### config.mk
export PLATFORM = sky130hd
export DESIGN_NAME = apb_slave_regfile
export DESIGN_NICKNAME = d
export VERILOG_FILES = /design/src/rtl/apb_slave_regfile.sv
export SDC_FILE = /design/constraint.sdc
export NUM_CORES = 1
export LEC_CHECK = 0
export BUFFER_PORTS_ARGS = -buffer_cell sky130_fd_sc_hd__buf_2
export CAP_MARGIN = 20
export CORE_ASPECT_RATIO = 0.7
export CORE_MARGIN = 10
export CORE_UTILIZATION = 55
export DETAILED_ROUTE_END_ITERATION = 10
export PLACE_DENSITY_LB_ADDON = 0.3
export REMOVE_ABC_BUFFERS = 1
export SETUP_SLACK_MARGIN = 0.1
export SLEW_MARGIN = 20
export SYNTH_ARGS = -nofsm -noshare
export SYNTH_HDL_FRONTEND = slang
export SYNTH_SLANG_ARGS = --single-unit
export TNS_END_PERCENT = 20
### constraint.sdc
create_clock -name clk -period 15.8 [get_ports clk]
set_input_delay 0 -clock clk [delete_from_list [all_inputs] [get_ports clk]]
set_output_delay 0 -clock clk [all_outputs]
set_load 0.1 [all_outputs]
### src/rtl/apb_slave_regfile.sv
// Zero-wait-state APB v2 slave with NREGS general-purpose read/write word registers.
// Writes commit on the access-phase edge; read data loads on the setup-phase edge and is held.
module apb_slave_regfile #(
  parameter int DATAW = 32,
  parameter int ADDRW = 32,
  parameter int NREGS = 16
) (
  input  logic             clk,
  input  logic             rst,
  input  logic [ADDRW-1:0] paddr,
  input  logic             pwrite,
  input  logic             psel,
  input  logic             penable,
  input  logic [DATAW-1:0] pwdata,
  output logic [DATAW-1:0] prdata
);

  localparam int IDXW = $clog2(NREGS);

  logic [DATAW-1:0] regs_q [NREGS];
  logic [DATAW-1:0] prdata_q, prdata_d;
  logic [IDXW-1:0]  idx;
  logic             in_range;
  logic             wr_en;
  logic             rd_en;
  logic             unused_addr_lsb;

  // Byte-lane bits carry no meaning for full-word registers.
  assign unused_addr_lsb = ^paddr[1:0];

  assign idx      = paddr[IDXW+1:2];
  assign in_range = (paddr >> (IDXW + 2)) == '0;
  assign wr_en    = psel & penable & pwrite & in_range;
  assign rd_en    = psel & ~penable & ~pwrite;

  // NOTE: combinational next-state logic uses blocking '=' with a default first,
  // so every path assigns prdata_d and no latch is inferred.
  always_comb begin
    prdata_d = prdata_q;
    if (rd_en) begin
      prdata_d = in_range ? regs_q[idx] : '0;
    end
  end

  // NOTE: the register array is architecturally visible and must read 0 after
  // reset, so it is reset explicitly rather than left as an uninitialised RAM.
  always_ff @(posedge clk or posedge rst) begin
    if (rst) begin
      for (int i = 0; i < NREGS; i++) begin
        regs_q[i] <= '0;
      end
      prdata_q <= '0;
    end else begin
      if (wr_en) begin
        regs_q[idx] <= pwdata;
      end
      prdata_q <= prdata_d;
    end
  end

  assign prdata = prdata_q;

endmodule

Yosys cells after proc, flatten, opt, wreduce, memory -nomap -nowiden
Index checks and enable logic that the tools add are counted.
{"block": "op_classes", "order_cmp": 2, "n_mux": 7, "bitwise_logic": 8, "reduce_logical": 2}
{"op": "bitwise mux 512 bit", "n": 1}
{"op": "binary-select mux 32 bit (select 4 bit)", "n": 1}
{"op": "demux 32 bit (select 4 bit)", "n": 1}
{"op": "2-to-1 mux 32 bit", "n": 4}
{"op": "zero test 32 bit", "n": 1}
{"op": "bitwise AND 1 bit", "n": 5}
{"op": "greater-or-equal comparator 5 bit, second input constant", "n": 1}
{"op": "less-than comparator 5 x 1 -> 1 bit, second input constant", "n": 1}
{"op": "inverter 4 -> 5 bit", "n": 1}
{"op": "inverter 1 bit", "n": 2}
{"op": "logical AND 1 bit", "n": 1}
{"block": "totals", "ff_bits": 544, "input_bits": 69, "out_inout_bits": 32, "elab_cells": 36}

Logic depth before layout (Yosys ltp)
{"block": "depth", "ltp_word": 6, "ltp_mapped": 8}

Worst setup path before layout
Ideal clock, no wire load.
{"block": "synth_timing", "kind": "input to register", "from": "input port paddr[2]", "to": "register prdata_q[21], in the netlist prdata[21]", "setup_ps": 122, "arrival_time_ps": 1583, "required_time_ps": 15678, "slack_ps": 14095, "stages": 8, "path_buffers": 4, "path_cell_list": "buf_2 buf_2 buf_2 buf_2 mux4_2 a22oi_1 nand2_1 a22o_1"}
{"block": "synth_between", "elab_chain_cells": 5}
{"element": "start: declaration", "line_no": "10", "source": "input logic [ADDRW-1:0] paddr,"}
{"element": "inverter 4 -> 5 bit (not written as such)", "line_no": "41", "source": "prdata_d = in_range ? regs_q[idx] : '0;"}
{"element": "binary-select mux 32 bit (select 4 bit)", "line_no": "41"}
{"element": "2-to-1 mux 32 bit (not written as such) (2 in a row)", "line_no": "41"}
{"element": "2-to-1 mux 32 bit", "line_no": "41"}
{"element": "end signal: assignment", "line_no": "57", "source": "prdata_q <= prdata_d;"}
{"element": "end: declaration", "line_no": "21", "source": "logic [DATAW-1:0] prdata_q, prdata_d;"}
Every way passes these cells. The select of a mux whose other input is x is not followed.
A chain may end at the register's enable or synchronous reset.

Worst setup path after layout
{"block": "layout_timing", "from": "input port paddr[22]", "to": "register regs_q[225] (netlist bit)"}
{"block": "layout_between", "elab_chain_cells": 2}
{"element": "zero test 32 bit", "line_no": "32", "source": "assign in_range = (paddr >> (IDXW + 2)) == '0;"}
{"element": "bitwise AND 1 bit", "line_no": "33", "source": "assign wr_en = psel & penable & pwrite & in_range;"}
{"element": "end signal: indexed assignment", "line_no": "55", "source": "regs_q[idx] <= pwdata;"}
{"element": "end: declaration", "line_no": "20", "source": "logic [DATAW-1:0] regs_q [NREGS];"}
Every way passes these cells.

==> flow_summary.toml <==
[layout]
nNetsFinal = 1650
antenna_cells = 0
final_cells = 2212
areaGrowthSynthToFinish_pct = 11.53
drive_gt1_share_pct = 29.54
utilization_pct = 62.13

[timing]
slew-limit-headroom_pct = 22.51
worst_pin_slew_ns = 1.162
rsz0062_at_grt = "no"
setup_violations = 0
fin_setup_tns_ns = 0
final.period_utilization_pct = 21.02
period_needed_ns = 3.321
hold_violations = 0
finClkSkew_ns = 0.006515
slew_violations = 0
max_freq_mhz = 301.1
worst_slack_ns = 12.48

[logic_synthesis]
async_reset_ff_share_pct = 100.0
synth_area_um2 = 24350
synth_edf_count = 0
syn_inst = 1510
synth.largest_area_cell = "dfrtp_1"
synth.most_common_cell = "dfrtp_1"
seq_area_frac_synth_pct = 55.90
synth_seq_cells = 544
synth_top_cells_by_area = "dfrtp_1 56%, mux2_1 18%, mux4_2 12%"
synthTopCellsByCount = "544 x dfrtp_1, 382 x mux2_1, 130 x mux2_2"
synth_top_area_share_pct = 55.90
yosysWarnings = 0
synth_area_per_cell_um2 = 16.13
ys.flop_type = "dfrtp_1"
synth.distinct_cells = 28

[critical_path]
slowest_delay_ns = 1.01
rrSetupSlack_ns = 14.18
crit_chain = "dlygate4sd3_1 > buf_2 > nor2_1 > and4_1 > nand4_1 > buf_4 > mux2_1"
r2r_start = "regs_q[397]"
path_depth = 7
start_kind = "primary input"
critPathCaptureType = "flop"
rr_endpoint = "prdata[13]"
criticalPathCategory = "in -> reg"
cp_data_arrival_time_ns = 3.77
crit_buf_inv = 3
path_delay_family = "simple AND/OR/NAND/NOR gates"
reg2regPathDepth = 4
cp_data_required_time_ns = 16.25
cp_max_fo = 23
cpMaxStageDelayCell = "nand4_1"

[global_route]
grt_start_max_net_pins = 152
grt_pass1_wl_mm = 88.36
gr-total-overflow = 0
grt_pass1_vias = 14640
grt_use_total_pct = 21.11
antenna_found_initial = 0

[pwr]
peakVddDrop_mv = 0.08436
p_leak_nw = 14.05
p_switching_mw = 0.5953
power_frac_seq_pct = 51.1
sw_frac_of_total_pct = 21.83
comb_power_share_pct = 4.0
p_clk_share_pct = 44.9
power_density_nw_per_um2 = 100.4
p_int_mw = 2.131

[route]
routed_wl_mm = 55.52
via_per_inst = 6.161
drc = 0
ant_nets = 0
dr.pass1.iters = 5
wire_per_inst_um = 25.10
drt_iter0_drc = 1029
vias = 13630

[clocking]
cts_sinks = 544
numCtsBuffers = 51
cts_tree = "yes"
clk_latency_ns = 0.57
cts.path.max_buffers = 3
ctsHtreeMaxLevel = 2
cts_resized = 0
clk_pin_slew_ns = 0.06
clock-root-buffer = "clkbuf_16"

[placement]
routabilityCongestion = 0.7189
port_buffers = 98
place_inst = 2085
dp_hpwl_mm = 30.11
post-place-ws_ns = 12.07

[floorplanning]
rows = 64
core_um2 = 43720
fp.dieH_um = 196.1
die_area_um2 = 53230
start_util_pct = 55.70
dieWidth_um = 271.5
boundaryPins = 101

[min_path]
min_delay_path_depth = 5
holdPathEnd = "regs_q[382]"
hold_class = "in -> reg"
hp-start = "paddr[10]"

[status]
status = "finished, final reports clean"

[run]
max_cap_viol_count = 0
[cell usage in the layout (no fill, tap or decap), types with 3 or more instances in the layout]
| cell | count |
|---|---|
| dfrtp_1 | 544 |
| mux2_1 | 382 |
| mux2_2 | 130 |
| mux4_2 | 128 |
| buf_2 | 96 |
| a22oi_1 | 64 |
| clkbuf_16 | 53 |
| dlygate4sd3_1 | 35 |
| nand2_1 | 34 |
| a22o_1 | 32 |
| buf_4 | 21 |
| clkbuf_8 | 15 |
| clkbuf_1 | 11 |
| nor2_1 | 10 |
| nand4_4 | 10 |
| clkinv_2 | 10 |
| nor4_1 | 7 |
| nand4_1 | 6 |
| nor3_1 | 5 |
| nand2b_1 | 4 |
| buf_6 | 3 |
[worst max path at each step]
stage,start,end,slack [ns]
floorplan,rst,prdata[0],0.59
global placement,paddr[14],regs_q[226],12.20
detailed placement,paddr[14],regs_q[227],12.07
CTS,paddr[22],regs_q[227],12.53
global route,paddr[22],regs_q[243],12.41
finish,paddr[22],regs_q[225],12.48
[layer usage]
| metal | track usage (%) | wire length [um] | vias up |
|---|---|---|---|
| met5 | 0 | 0 | - |
| met4 | 4.126 | 786 | 0 |
| met3 | 3.341 | 2973 | 68 |
| met2 | 33.69 | 26470 | 347 |
| met1 | 30.48 | 25290 | 7382 |
| li1 | - | - | 5831 |
[worst reg2reg max path, cell delays in order (launching register included)]
cell and delay (ns):
dfrtp_1 0.38, mux4_2 0.49, a22oi_1 0.23, nand2_1 0.18, a22o_1 0.24
[power groups by stage]
stage	clock network [mW]	logic [mW]	registers, mW
detailed placement	0	0.103	1.42
global placement	0	0.100	1.42
finish	1.23	0.109	1.39
CTS	1.26	0.110	1.39
floorplan	0	0.0417	1.42
global route	1.31	0.121	1.39
[kinds of logic (layout without fill, tap and decap cells)]
kind of cell | Yosys count | in the layout | synth area share, %
muxes | 640 | 640 | 35.51
DFF | 544 | 544 | 55.90
AOI/OAI and AO/OA | 96 | 96 | 3.124
and+or+nand+nor | 88 | 88 | 2.425
buffers and inverters | 142 | 250 | 3.046
[what timing repair did]
| action | in CTS | in global routing |
|---|---|---|
| hold buffers | 35 | 0 |
| buffers inserted | 0 | 0 |
| hold endpoints to repair | 660 | 0 |
[metrics by stage]
stage,power [mW],instance area [um2],hold WS (ns)
floorplan,1.462,23620,0.1317
finish,2.727,27160,0.02122
global placement,1.519,25090,0.3000
global route,2.826,27160,0.04997
CTS,2.759,27110,0.002995
detailed placement,1.521,25090,0.3165
[cell type report]
cell class	instances	area (um2)
Fill cell	3221	16560
Sequential cell	544	13610
Multi-Input combinational cell	824	10040
Clock buffer	78	1560
Timing Repair Buffer	158	1084
Tap cell	594	743.2
Clock inverter	12	110.1
Inverter	2	15.01
[sequential cells by signal, summed over array words and instances, names as in the netlist]
name	count
prdata	32
regs_q	512
(Power assumes the default switching activity.)
